===== src/rtl/uart_pkg.sv =====
// -----------------------------------------------------------------------------
// uart_pkg
// Shared definitions for the UART receive path.
//   state_e          : receiver FSM states, 3-bit encoded, IDLE=0 .. STOP=4
//   DBIT_DEFAULT     : default number of data bits per frame
//   SB_TICK_DEFAULT  : default number of oversampling ticks in the stop phase
//   OVS              : oversampling ticks per bit period
//   OVS_MID          : tick count that lands on the middle of the start bit
// -----------------------------------------------------------------------------
package uart_pkg;

  typedef enum logic [2:0] {
    IDLE   = 3'd0,
    START  = 3'd1,
    DATA   = 3'd2,
    PARITY = 3'd3,
    STOP   = 3'd4
  } state_e;

  localparam int DBIT_DEFAULT    = 8;
  localparam int SB_TICK_DEFAULT = 16;
  localparam int OVS             = 16;
  localparam int OVS_MID         = 7;

endpackage


===== src/rtl/sync_2ff.sv =====
// -----------------------------------------------------------------------------
// sync_2ff
// Two-flop synchronizer for a single asynchronous input bit.
//   clk_i : destination clock
//   rst_i : asynchronous active-high reset, both flops load RST_VAL
//   d_i   : asynchronous input
//   q_o   : synchronized output, two clk_i cycles behind d_i
// -----------------------------------------------------------------------------
module sync_2ff #(
  parameter logic RST_VAL = 1'b1
) (
  input  logic clk_i,
  input  logic rst_i,
  input  logic d_i,
  output logic q_o
);

  logic meta_q;
  logic sync_q;

  // First flop may go metastable; the second gives it a full cycle to settle.
  // Both reset to RST_VAL so an idle-high line does not look like a start bit.
  always_ff @(posedge clk_i or posedge rst_i) begin
    if (rst_i) begin
      meta_q <= RST_VAL;
      sync_q <= RST_VAL;
    end else begin
      meta_q <= d_i;
      sync_q <= meta_q;
    end
  end

  assign q_o = sync_q;

endmodule


===== src/rtl/uart_rx.sv =====
// -----------------------------------------------------------------------------
// uart_rx
// UART receiver driven by a 16x oversampling tick. Finds the start bit,
// samples every following bit once at its mid-point, and reports each
// completed frame with a one-cycle done pulse plus data and error flags.
//   clk          : system clock, rising edge
//   reset        : asynchronous active-high reset
//   s_tick       : one-clk pulse at 16x baud
//   rx           : asynchronous serial line, idles high
//   dout         : last received data word (LSB received first)
//   rx_done_tick : one-clk pulse when a frame completes
//   frame_err    : stop bit of the last frame was sampled low
//   parity_err   : parity mismatch on the last frame (0 when parity disabled)
// -----------------------------------------------------------------------------
module uart_rx
  import uart_pkg::*;
#(
  parameter int DBIT       = DBIT_DEFAULT,
  parameter int SB_TICK    = SB_TICK_DEFAULT,
  parameter int PARITY_EN  = 0,
  parameter int PARITY_ODD = 0
) (
  input  logic            clk,
  input  logic            reset,
  input  logic            s_tick,
  input  logic            rx,
  output logic [DBIT-1:0] dout,
  output logic            rx_done_tick,
  output logic            frame_err,
  output logic            parity_err
);

  localparam int   NW      = $clog2(DBIT);
  localparam logic PAR_EN  = (PARITY_EN != 0);
  localparam logic PAR_ODD = (PARITY_ODD != 0);

  logic            rx_s;
  state_e          state_q, state_d;
  logic [3:0]      s_cnt_q, s_cnt_d;
  logic [NW-1:0]   n_cnt_q, n_cnt_d;
  logic [DBIT-1:0] b_reg_q, b_reg_d;
  logic            p_err_q, p_err_d;
  logic [DBIT-1:0] dout_q, dout_d;
  logic            done_q, done_d;
  logic            ferr_q, ferr_d;
  logic            perr_q, perr_d;

  sync_2ff #(
    .RST_VAL(1'b1)
  ) u_rx_sync (
    .clk_i(clk),
    .rst_i(reset),
    .d_i  (rx),
    .q_o  (rx_s)
  );

  // Next-state logic. Every register holds unless its state acts on a tick;
  // IDLE alone reacts to the line level so a start edge is never missed
  // waiting for the next tick. The done pulse defaults low, so it lasts one
  // clk even when s_tick is held high.
  always_comb begin
    state_d = state_q;
    s_cnt_d = s_cnt_q;
    n_cnt_d = n_cnt_q;
    b_reg_d = b_reg_q;
    p_err_d = p_err_q;
    dout_d  = dout_q;
    done_d  = 1'b0;
    ferr_d  = ferr_q;
    perr_d  = perr_q;
    unique case (state_q)
      IDLE: begin
        if (!rx_s) begin
          state_d = START;
          s_cnt_d = 4'd0;
        end
      end
      START: begin
        if (s_tick) begin
          if (s_cnt_q == 4'(OVS_MID)) begin
            if (!rx_s) begin
              state_d = DATA;
              s_cnt_d = 4'd0;
              n_cnt_d = '0;
            end else begin
              state_d = IDLE;
            end
          end else begin
            s_cnt_d = s_cnt_q + 4'd1;
          end
        end
      end
      DATA: begin
        if (s_tick) begin
          if (s_cnt_q == 4'(OVS - 1)) begin
            s_cnt_d = 4'd0;
            b_reg_d = {rx_s, b_reg_q[DBIT-1:1]};
            if (n_cnt_q == NW'(DBIT - 1)) begin
              state_d = PAR_EN ? PARITY : STOP;
            end else begin
              n_cnt_d = n_cnt_q + NW'(1);
            end
          end else begin
            s_cnt_d = s_cnt_q + 4'd1;
          end
        end
      end
      PARITY: begin
        if (s_tick) begin
          if (s_cnt_q == 4'(OVS - 1)) begin
            p_err_d = (^{b_reg_q, rx_s}) ^ PAR_ODD;
            s_cnt_d = 4'd0;
            state_d = STOP;
          end else begin
            s_cnt_d = s_cnt_q + 4'd1;
          end
        end
      end
      STOP: begin
        if (s_tick) begin
          if (s_cnt_q == 4'(SB_TICK - 1)) begin
            dout_d  = b_reg_q;
            ferr_d  = ~rx_s;
            perr_d  = PAR_EN ? p_err_q : 1'b0;
            done_d  = 1'b1;
            s_cnt_d = 4'd0;
            state_d = IDLE;
          end else begin
            s_cnt_d = s_cnt_q + 4'd1;
          end
        end
      end
      default: begin
        state_d = IDLE;
      end
    endcase
  end

  // State and output registers. Reset mid-frame drops the partial frame and
  // clears every reported value.
  always_ff @(posedge clk or posedge reset) begin
    if (reset) begin
      state_q <= IDLE;
      s_cnt_q <= 4'd0;
      n_cnt_q <= '0;
      b_reg_q <= '0;
      p_err_q <= 1'b0;
      dout_q  <= '0;
      done_q  <= 1'b0;
      ferr_q  <= 1'b0;
      perr_q  <= 1'b0;
    end else begin
      state_q <= state_d;
      s_cnt_q <= s_cnt_d;
      n_cnt_q <= n_cnt_d;
      b_reg_q <= b_reg_d;
      p_err_q <= p_err_d;
      dout_q  <= dout_d;
      done_q  <= done_d;
      ferr_q  <= ferr_d;
      perr_q  <= perr_d;
    end
  end

  assign dout         = dout_q;
  assign rx_done_tick = done_q;
  assign frame_err    = ferr_q;
  assign parity_err   = perr_q;

endmodule


===== config.mk =====
export PLATFORM = sky130hd
export DESIGN_NAME = uart_rx
export DESIGN_NICKNAME = d
export VERILOG_FILES = /design/src/rtl/uart_pkg.sv /design/src/rtl/sync_2ff.sv /design/src/rtl/uart_rx.sv
export SDC_FILE = /design/constraint.sdc
export NUM_CORES = 1
export LEC_CHECK = 0
export BUFFER_PORTS_ARGS = -buffer_cell sky130_fd_sc_hd__buf_4
export CAP_MARGIN = 20
export CORE_MARGIN = 8
export CORE_UTILIZATION = 35
export DETAILED_ROUTE_END_ITERATION = 8
export PLACE_DENSITY_LB_ADDON = 0.15
export RECOVER_POWER = 25
export SYNTH_ARGS = -nofsm -noshare
export SYNTH_HDL_FRONTEND = slang
export SYNTH_HIERARCHICAL = 1
export SYNTH_SLANG_ARGS = --single-unit
export TNS_END_PERCENT = 20

===== constraint.sdc =====
create_clock -name clk -period 2.3 [get_ports clk]
set_input_delay 0.345 -clock clk [delete_from_list [all_inputs] [get_ports clk]]
set_output_delay 0.345 -clock clk [all_outputs]
set_load 0.01 [all_outputs]

# After elaboration in Yosys (flattened, before gate mapping)
# Index checks and enable logic that the tools add are counted.
# Widths: inputs -> output; s select.
[classes]
n_addsub = 2
eq_ne = 20
muxes = 28
bitwise_logic = 1
n_reduce_logical = 9
[ops]
columns = ["operator", "count"]
rows = [
  ["$mux 3", 16],
  ["$ne 2x2->1 const B", 12],
  ["$mux 4", 5],
  ["$pmux 3 s5", 1],
  ["$pmux 4 s3", 1],
  ["$reduce_and 10->1", 1],
  ["$reduce_and 3->1", 3],
  ["$reduce_and 7->1", 1],
  ["$eq 3x2->1 const B", 2],
  ["$eq 3x3->1 const B", 2],
  ["$pmux 3 s2", 1],
  ["$add 4x1->4 const B", 1],
  ["$eq 4x3->1 const B", 1],
  ["$eq 4x4->1 const B", 1],
  ["$add 3x1->3 const B", 1],
  ["$eq 3x1->1 const B", 1],
  ["$logic_not 3->1", 1],
  ["$mux 1", 3],
  ["$reduce_bool 3->1", 1],
  ["$reduce_or 3->1", 1],
  ["$mux 2", 1],
  ["$ne 2x1->1 const B", 1],
  ["$reduce_bool 2->1", 1],
  ["$not 1->1", 1],
]
[totals]
ff_bits = 30
in_bits = 4
output_inout_bits = 11
wordCells = 69

# Logic depth before layout (Yosys ltp)
# Gate-level depths: netlist (run 1).
[depth]
depth_word = 5
depth_mapped = 6
ltp_nobuf = 6

# Modules after synthesis
# The synthesis (run 1) kept the hierarchy.
[by_module_without_submodules]
columns = ["mod", "n_inst", "cells_each", "area_each_um2", "seq_area_each_um2"]
rows = [
  ["uart_rx", 1, 117, 1447.6, 700.7],
  ["sync_2ff", 1, 3, 56.3, 52.6],
]

# Worst setup path before layout (run 1)
# OpenSTA, ideal clock, no wires.
[synth_timing]
path_type = "flip-flop to flip-flop"
from = "register n_cnt_q[0]"
to = "register n_cnt_q[0]"
setup_ns = 0.125
arrival_time_ns = 1.683
required_time_ns = 2.175
path_slack_ns = 0.492
path_stages_with_launch = 6
n_path_buf = 0
period_less_slack_ns = 1.808
path_cell_list = "dfrtp_1 > ha_1 > ha_1 > or3_1 > a221o_1 > mux2_4"
[synth_between]
elab_chain_cells = 5
elab_cells_between_ends = 8
classes_between = "1 x add/sub; 2 x eq/ne; 4 x mux; 1 x reduce/logical"
[synth_lines]
columns = ["item", "line_no", "text"]
rows = [
  ["start, declared", "uart_rx.sv:40", "logic [NW-1:0] n_cnt_q, n_cnt_d;"],
  ["start signal, assigned", "uart_rx.sv:155", "n_cnt_q <= n_cnt_d;"],
  ["$add 3x1->3", "uart_rx.sv:101", "n_cnt_d = n_cnt_q + NW'(1);"],
  ["$mux 3", "uart_rx.sv:98", "if (n_cnt_q == NW'(DBIT - 1)) begin"],
  ["$mux 3", "uart_rx.sv:95", "if (s_cnt_q == 4'(OVS - 1)) begin"],
  ["$mux 3", "uart_rx.sv:94", "if (s_tick) begin"],
  ["$pmux 3 s2", "uart_rx.sv:71", "unique case (state_q)"],
]
# Several ways; a longest one is shown, not always the timed one. The select of a mux whose other input is x is not followed.
# A chain may end at the register's enable or synchronous reset.

# Worst setup path after layout (run 1)
[layout_timing]
from = "register state_q[1]"
to = "register state_q[1]"
[layout_between]
elab_chain_cells = 3
elab_cells_between_ends = 17
classes_between = "14 x eq/ne; 1 x mux; 2 x reduce/logical"
[layout_lines]
columns = ["item", "line_no", "text"]
rows = [
  ["start, declared", "uart_rx.sv:38", "state_e state_q, state_d;"],
  ["start signal, assigned", "uart_rx.sv:153", "state_q <= state_d;"],
  ["$eq 3x2->1, or another cell as far along", "uart_rx.sv:71", ""],
  ["$ne 2x2->1 (no source line)", "n/a", ""],
  ["$reduce_and 10->1 (no source line)", "n/a", ""],
]
# Several ways; a longest one is shown, not always the timed one.

==> results of run 1 <==
[power breakdown]
part / total, mW / switching [mW] / internal [mW]
sequential: 0.742 / 0.153 / 0.589
combinational: 0.562 / 0.268 / 0.294
clock: 0.441 / 0.201 / 0.240
total: 1.75 / 0.622 / 1.12
[placed cells by master (no fill, tap or decap), types with 3 or more instances in the layout]
master	netlist	routed
dfrtp_1	28	28
nand3b_1	3	3
clkbuf_8	0	6
inv_1	5	5
buf_4	2	12
a21oi_1	3	3
nor2_1	4	4
a22o_1	3	3
mux2_2	19	19
nand2b_1	3	3
ha_1	3	3
nor3_1	3	3
[how the worst min path moves through the flow]
stage	start	to	slack (ns)	depth (start not counted)
floorplan	reset	u_rx_sync/meta_q	0.26	1
global placement	u_rx_sync/meta_q	u_rx_sync/q_o	0.35	0
detailed placement	u_rx_sync/meta_q	u_rx_sync/q_o	0.35	0
CTS	reset	u_rx_sync/meta_q	0.08	2
global route	reset	u_rx_sync/meta_q	0.11	2
finish	reset	u_rx_sync/meta_q	0.1	2
[metrics by stage]
| step | cell area, sq um | utilization, % |
|---|---|---|
| 4_1_cts | 1730 | 40.9 |
| 3_3_place_gp | 1640 | 38.6 |
| 3_5_place_dp | 1640 | 38.6 |
| 2_1_floorplan | 1500 | - |
| 5_1_grt | 1730 | 40.8 |
| 6_report | 1730 | 40.8 |
[cells by family (layout without fill, tap and decap cells)]
family / Yosys count / after routing / share of synthesized area [%]
adders and majority gates: 3 / 3 / 2.50
other: 1 / 1 / 0.249
and+or+nand+nor: 27 / 27 / 12.6
AOI/OAI and AO/OA: 22 / 22 / 12.0
DFF: 30 / 30 / 50.1
buffers and inverters: 12 / 28 / 4.33
xor gates and xnor gates: 3 / 3 / 1.75
muxes: 22 / 22 / 16.6
[state kept, by name, summed over array words and instances (netlist names)]
register	flops
n_cnt_q	3
b_reg_q	8
dout	8
u_rx_sync/meta_q	1
rx_done_tick	1
state_q	3
u_rx_sync/q_o	1
frame_err	1
s_cnt_q	4
[layout make-up]
cell class | count | share of cell area [%]
well taps | 52 | 3.77
clock inverters | 2 | 0.725
multi-input cells | 78 | 39.7
flip-flops and latches | 30 | 43.6
clock buffers | 6 | 4.78
inverters | 5 | 1.09
repair buffers | 15 | 6.30
[worst max-delay path, stage by stage (launching register included)]
cell and delay (ns):
dfrtp_1 0.67, or3b_1 0.31, o21ai_1 0.12, a221oi_2 0.39, mux2_2 0.38
[layer usage]
layer  share of wire [%]  vias up  GRT usage [%]  wire [um]
met5                   0        -              0          0
met4                 2.2        0           5.18         64
met3                 4.6        6           3.72        130
met2                  46       31           13.8       1310
met1                  47      493           11.4       1340
li1                    -      472              -          -
==> flow_summary.json, run 1 <==
{
  "drv_cap": 1,
  "ys.flop_type": "dfrtp_1",
  "grt_pass1_vias": 1001,
  "die-area_sq_um": 6650,
  "endpoint": "state_q[1]",
  "routed_wl_um": 2850,
  "fin_ws_ns": 0.317,
  "violations": "max-capacitance violations, max-slew violations",
  "synth_cell_type_count": 47,
  "portBuffers": 13,
  "grt_pass1_wl_um": 4730,
  "gp_congestion": 0.754,
  "critPathLaunch": "state_q[1]",
  "die-height_um": 81.6,
  "die_w_um": 81.6,
  "ant_nets": 0,
  "rsz0062_at_grt": "no",
  "clkTransAtPathRegs_ns": 0.06,
  "startpoint_type": "register",
  "synth_warnings": 6,
  "core_sq_um": 4230,
  "end_kind": "register",
  "numCtsBuffers": 5,
  "post_synth.cell_area_avg_sq_um": 12.5,
  "reg2reg_from": "state_q[1]",
  "vias_per_cell": 5.33,
  "htreeDepth": 2,
  "io_pins": 15,
  "whs_ns": 0.0976,
  "drtPass1Iterations": 4,
  "clock_path_buffers": 2,
  "place_inst": 180,
  "finalSetupTns_ns": 0,
  "final-setup-viol-count": 0,
  "ctsHoldBuffers": 0,
  "fin_crit_ns": 1.98,
  "cp_max_fo": 16,
  "synth_area_sq_um": 1500,
  "peakVddDrop_uv": 411,
  "synth_fp_nets": 127,
  "cts_root_buffer": "clkbuf_8",
  "crit-reg2reg-capture": "state_q[1]",
  "drt-initial-drc-count": 118,
  "clk_latency_ns": 0.28,
  "power_density_nw_per_um2": 1010,
  "hold_viol": 0,
  "tightest_slew_ns": 1.50,
  "hpwlAfterDp_um": 1900,
  "layout_worst_path_cycle_share_pct": 86.2,
  "synth_edf_count": 0,
  "post_cts_resized": 0,
  "wl_per_cell_um": 15.1,
  "final_layout_size_suffix_gt1_share_pct": 36.8,
  "synth.most_common_cell": "dfrtp_1",
  "total_power_mw": 1.75,
  "netlist_top_cells_count": "dfrtp_1, mux2_2, inv_1",
  "critPathKind": "reg -> reg",
  "maxSlewHeadroom_pct": -0.0901,
  "grt_overflow": 0,
  "layout-area-overhead-vs-synth_pct": 14.8,
  "synth-seq-cells": 30,
  "fill_cells": 395,
  "regArea_sq_um": 753,
  "multiInputGateArea_sq_um": 686,
  "rrSetupSlack_ns": 0.32,
  "antenna_found_initial": 0,
  "grt_max_degree": 29,
  "drv_slew": 28,
  "synthArstFlopShare_pct": 100,
  "power.leakage_nw": 0.815,
  "yosysTopAreaCellShare_pct": 46.6,
  "worstPathRequired_ns": 2.47,
  "reg2reg_depth": 4,
  "max_freq_mhz": 504,
  "hold_class": "in -> async",
  "yosys.area.top_type": "dfrtp_1",
  "post_cts_buffers": 0,
  "status": "finished, violations left",
  "start_util_pct": 35.5,
  "vias": 1002,
  "fin_cells": 188,
  "clock_skew_ns": 0.00273,
  "post-place-ws_ns": 0.331,
  "ys_top_cells_by_area": "dfrtp_1, mux2_2, dfstp_2",
  "cts.sinks": 30,
  "fin_nets": 142,
  "fp-row-count": 24,
  "antenna_cells": 0,
  "drc": 0,
  "synth_cells": 120,
  "cp.arrival_ns": 2.15,
  "cts_tree": "built",
  "grt_usage_pct": 9.34,
  "ys_seq_area_share_pct": 50.1
}
(Power assumes the default switching activity.)
==> run 2: changes to the inputs <==
--- a/config.mk
+++ b/config.mk
@@ -10,7 +10,6 @@
 export CORE_MARGIN = 8
 export CORE_UTILIZATION = 35
 export DETAILED_ROUTE_END_ITERATION = 8
-export PLACE_DENSITY_LB_ADDON = 0.15
 export RECOVER_POWER = 25
 export SYNTH_ARGS = -nofsm -noshare
 export SYNTH_HDL_FRONTEND = slang
==> run 2 against run 1 <==
Against the previous run:
- the run now ends clean
- global-route usage shrank 0.44 points
- utilization did not move
- worst hold slack better by 0.0048 ns
- count of clock-buffer cells in the layout stayed put
- non-clock buffer count stayed put
- cell count unchanged
- highest routed layer unchanged
- first-iteration DRC count shrank 84%
- via count decreased by 3.2%
- routed wire length fell by 9.5%
- largest cell class unchanged
- setup slack is essentially flat
- largest power group unchanged
- final area unchanged
==> flow_summary.json, run 2 (same netlist as run 1, synthesis figures left out) <==
{
  "status": "complete, no violations",
  "drtPass1Iterations": 4,
  "vias_per_cell": 5.16,
  "io_pins": 15,
  "cts_root_buffer": "clkbuf_8",
  "core_sq_um": 4230,
  "worstPathRequired_ns": 2.46,
  "fill_cells": 397,
  "routed_wl_um": 2580,
  "fin_nets": 142,
  "wl_met2_um": 1310,
  "pwr-share-clk_pct": 24.7,
  "power_density_nw_per_um2": 995,
  "die_w_um": 81.6,
  "ctsHoldBuffers": 0,
  "cp_max_fo": 16,
  "numCtsBuffers": 5,
  "m1WireLength_um": 1170,
  "wl_per_cell_um": 13.7,
  "drc": 0,
  "ant_nets": 0,
  "grt_max_degree": 29,
  "p_sw_share_pct": 34.6,
  "tightest_slew_ns": 1.47,
  "clock_skew_ns": 0.00253,
  "grt_overflow": 0,
  "die-height_um": 81.6,
  "hold_viol": 0,
  "post_cts_buffers": 0,
  "p_sw_mw": 0.594,
  "gp_congestion": 0.888,
  "max_freq_mhz": 504,
  "hpwlAfterDp_um": 1860,
  "p_int_mw": 1.12,
  "pwr-share-seq_pct": 42.4,
  "place_inst": 180,
  "layout_worst_path_cycle_share_pct": 86.2,
  "p_comb_share_pct": 32.9,
  "crit_chain": "or3b_1, o21ai_1, a221oi_2, mux2_2",
  "grt_usage_pct": 8.90,
  "final_common_cell": "dfrtp_1",
  "vias": 970,
  "fin_cells": 188,
  "start_util_pct": 35.5,
  "clock_path_buffers": 2,
  "final-setup-viol-count": 0,
  "finalSetupTns_ns": 0,
  "slowest_stage": "dfrtp_1",
  "regArea_sq_um": 753,
  "wl_met3_um": 64,
  "htreeDepth": 2,
  "maxSlewHeadroom_pct": 2.09,
  "fin_crit_ns": 1.98,
  "critPathKind": "reg -> reg",
  "top_layer_used": "met4",
  "rsz0062_at_grt": "no",
  "power.leakage_nw": 0.815,
  "drv_cap": 0,
  "clkTransAtPathRegs_ns": 0.06,
  "grt_pass1_vias": 1029,
  "slowest_delay_ns": 0.66,
  "multiInputGateArea_sq_um": 686,
  "antenna_cells": 0,
  "peakVddDrop_uv": 450,
  "final_cell_mix": "dfrtp_1, mux2_2, buf_4",
  "cts.sinks": 30,
  "worst-path-buf-inv": 0,
  "layout-area-overhead-vs-synth_pct": 14.8,
  "post_cts_resized": 0,
  "grt_pass1_wl_um": 4660,
  "startpoint_type": "register",
  "antenna_found_initial": 0,
  "cts_tree": "built",
  "clk_latency_ns": 0.27,
  "hold_class": "in -> async",
  "drv_slew": 0,
  "drt-initial-drc-count": 19,
  "portBuffers": 13,
  "fp-row-count": 24,
  "crit_family": "flip-flops",
  "end_kind": "register",
  "die-area_sq_um": 6650,
  "final_layout_size_suffix_gt1_share_pct": 36.8,
  "cp.arrival_ns": 2.14
}
[run 2: cell counts in the layout (fill, tap and decap cells not counted)]
No cell type changed its count.
[run 2: metal layers]
| metal | vias up | GRT usage, % |
|---|---|---|
| met4 | 0 | 3.75 |
| met1 | 489 | 10.7 |
| li1 | 465 | - |
| met3 | 4 | 2.95 |
| met5 | - | 0 |
| met2 | 12 | 14.3 |
[run 2: area by class of cell]
cell class / instances / area share (%)
Sequential cell: 30 / 43.6
Multi-Input combinational cell: 78 / 39.7
Timing Repair Buffer: 15 / 6.30
Clock buffer: 6 / 4.78
Tap cell: 52 / 3.77
Inverter: 5 / 1.09
Clock inverter: 2 / 0.725
[run 2: path summary, 6_finish.rpt]
kind / startpoint / endpoint / cells past startpoint / slack [ns]
worst max-delay path: state_q[1] / state_q[1] / 4 / 0.32
worst min-delay path: reset / u_rx_sync/meta_q / 2 / 0.10
worst max register to register: state_q[1] / state_q[1] / 4 / 0.32
worst min register to register: u_rx_sync/meta_q / u_rx_sync/q_o / 0 / 0.36
max in group asynchronous: reset / rx_done_tick / 3 / 0.86
min in group clk: rx / u_rx_sync/meta_q / 1 / 0.18
[run 2: power by group through the flow]
stage	Combinational [mW]	Sequential, mW	Clock [mW]
after floorplan	0.593	0.642	0
after global placement	0.562	0.728	0
after detailed placement	0.569	0.735	0
after CTS	0.571	0.725	0.441
after global routing	0.625	0.744	0.465
final	0.565	0.728	0.424
[run 2: worst reg2reg max path, delay by kind of cell, from the launching register on]
kind / cells / cell delay (ns)
compound gates: 2 / 0.53
simple gates: 1 / 0.31
flops: 1 / 0.66
mux: 1 / 0.38
[run 2: through the flow]
step	setup slack (ns)	hold slack (ns)	power [mW]	utilization, %	area (sq um)
2_1_floorplan	0.492	0.257	1.24	-	1500
3_3_place_gp	0.425	0.348	1.29	38.6	1640
3_5_place_dp	0.352	0.354	1.30	38.6	1640
4_1_cts	0.346	0.0968	1.74	40.9	1730
5_1_grt	0.197	0.107	1.83	40.8	1730
6_report	0.317	0.102	1.72	40.8	1730
==> run 3: changes to the inputs <==
--- a/config.mk
+++ b/config.mk
@@ -10,7 +10,9 @@
 export CORE_MARGIN = 8
 export CORE_UTILIZATION = 35
 export DETAILED_ROUTE_END_ITERATION = 8
+export GPL_ROUTABILITY_DRIVEN = 1
 export RECOVER_POWER = 25
+export SETUP_SLACK_MARGIN = 0.5
 export SYNTH_ARGS = -nofsm -noshare
 export SYNTH_HDL_FRONTEND = slang
 export SYNTH_HIERARCHICAL = 1
==> run 3 against run 2 <==
Against the previous run:
- the flow now finishes with violations (max-capacitance violations, max-slew violations)
- non-clock buffer count up 16
- critical path type unchanged
- die area unchanged
- highest routed layer unchanged
- combinational power up 50%
- cell count up 8.5%
==> flow_summary.json, run 3 (same netlist as run 1, synthesis figures left out) <==
{
  "htreeDepth": 2,
  "cts_root_buffer": "clkbuf_8",
  "fill_cells": 362,
  "drtPass1Iterations": 4,
  "numCtsBuffers": 5,
  "drt-initial-drc-count": 32,
  "crit_chain": "ha_2, ha_4, or3_1, a221o_1, mux2_4",
  "tightest_slew_ns": 1.50,
  "fin_nets": 158,
  "portBuffers": 13,
  "cts.sinks": 30,
  "dpl-instance-area_sq_um": 1630,
  "grt_usage_pct": 9.12,
  "core_sq_um": 4230,
  "hpwlAfterDp_um": 1810,
  "regArea_sq_um": 759,
  "worstPathRequired_ns": 2.46,
  "slowest_stage": "dfrtp_1",
  "p_int_mw": 1.52,
  "violations": "max-capacitance violations, max-slew violations",
  "reg2reg_depth": 5,
  "pwr-share-clk_pct": 29.2,
  "startpoint_type": "register",
  "final_layout_size_suffix_gt1_share_pct": 50.7,
  "rsz0062_at_grt": "yes",
  "power_density_nw_per_um2": 1130,
  "final_core_util_pct": 47.1,
  "worst-path-buf-inv": 0,
  "routed_wl_um": 3070,
  "p_sw_mw": 0.720,
  "wl_per_cell_um": 15.0,
  "final_common_cell": "buf_4",
  "end_kind": "register",
  "fp-row-count": 24,
  "io_pins": 15,
  "clkTransAtPathRegs_ns": 0.07,
  "crit_family": "flip-flops",
  "p_sw_share_pct": 32.1,
  "hold_class": "in -> async",
  "grt_pass1_wl_um": 4730,
  "critPathKind": "reg -> reg",
  "ctsHoldBuffers": 0,
  "cp_max_fo": 3,
  "power.leakage_nw": 0.932,
  "cts_tree": "built",
  "crit-reg2reg-capture": "n_cnt_q[0]",
  "rrSetupSlack_ns": 0.53,
  "gp_congestion": 0.842,
  "grt_max_degree": 29,
  "ant_nets": 0,
  "antenna_cells": 0,
  "start_util_pct": 35.5,
  "fin_crit_ns": 1.77,
  "layout-area-overhead-vs-synth_pct": 32.6,
  "vias": 1085,
  "cp.arrival_ns": 1.93,
  "drc": 0,
  "slowest_delay_ns": 0.38,
  "final_cell_mix": "buf_4, dfrtp_1, mux2_2",
  "final-setup-viol-count": 0,
  "p_comb_share_pct": 37.8,
  "grt_pass1_vias": 1046,
  "vias_per_cell": 5.32,
  "reg2reg_from": "n_cnt_q[1]",
  "total_power_mw": 2.24,
  "drv_cap": 1,
  "die_w_um": 81.6,
  "die-height_um": 81.6,
  "hold_viol": 0,
  "multiInputGateArea_sq_um": 771,
  "die-area_sq_um": 6650,
  "finalSetupTns_ns": 0,
  "drv_slew": 28,
  "clk_latency_ns": 0.27,
  "clock_skew_ns": 0.00556,
  "clock_path_buffers": 2,
  "pwr-share-seq_pct": 33.0,
  "layout_worst_path_cycle_share_pct": 77.0,
  "antenna_found_initial": 0,
  "max_freq_mhz": 564,
  "peakVddDrop_uv": 481,
  "grt_overflow": 0,
  "finalInstanceArea_sq_um": 1990,
  "maxSlewHeadroom_pct": -0.0982,
  "status": "finished, violations left"
}
==> run 3: layout make-up <==
cell class	instances	share of cell area (%)
multi-input combinational	78	38.6
clock buffer	6	4.14
clock inverter	2	3.01
timing repair buffer	31	11.9
tap	52	3.26
inverter	5	0.941
sequential	30	38.1
==> run 3: how the worst max path moves through the flow <==
stage	startpoint	endpoint	slack [ns]	depth (start not counted)
5_1_grt	reset	state_q[1]	0.33	3
4_1_cts	state_q[0]	state_q[1]	0.50	4
3_5_place_dp	state_q[0]	n_cnt_q[0]	0.34	4
3_3_place_gp	state_q[0]	n_cnt_q[0]	0.36	4
2_1_floorplan	n_cnt_q[0]	n_cnt_q[0]	0.52	5
6_report	n_cnt_q[1]	n_cnt_q[0]	0.53	5
==> run 3: power groups by stage <==
stage	Sequential, mW	Clock [mW]	Combinational, mW
after global routing	0.748	0.703	0.918
after detailed placement	0.758	0	0.535
final	0.742	0.655	0.848
after global placement	0.748	0	0.527
after floorplan	0.642	0	0.593
after CTS	0.759	0.669	0.590
==> run 3: layer usage <==
metal | global-route usage [%] | vias to the layer above | part of all wire (%)
met5 | 0 | - | 0
met4 | 5.36 | 0 | 2.3
met3 | 2.41 | 8 | 3.8
met2 | 14.6 | 31 | 50
met1 | 10.8 | 548 | 44
li1 | - | 498 | -
==> run 3: through the flow <==
stage	instances	hold WS [ns]	setup WS [ns]
3_3_place_gp	179	0.348	0.364
4_1_cts	192	0.0932	0.501
3_5_place_dp	179	0.348	0.336
2_1_floorplan	120	0.257	0.518
5_1_grt	204	0.0860	0.326
6_report	204	0.0749	0.529
==> run 3: what timing repair did <==
action / in CTS / in global routing
endpoints found under the setup margin: 21 / 20
resized for setup: 10 / 9
hold endpoints to repair: 0 / 0
pin swaps: 6 / 2
setup buffers: 5 / 12
==> run 3: worst register-to-register path: cells and delay by family, from the launching register on <==
family / cells / cell delay [ns]
DFF: 1 / 0.38
adders and majority gates: 2 / 0.36
muxes: 1 / 0.27
AOI/OAI and AO/OA: 1 / 0.34
and+or+nand+nor: 1 / 0.30
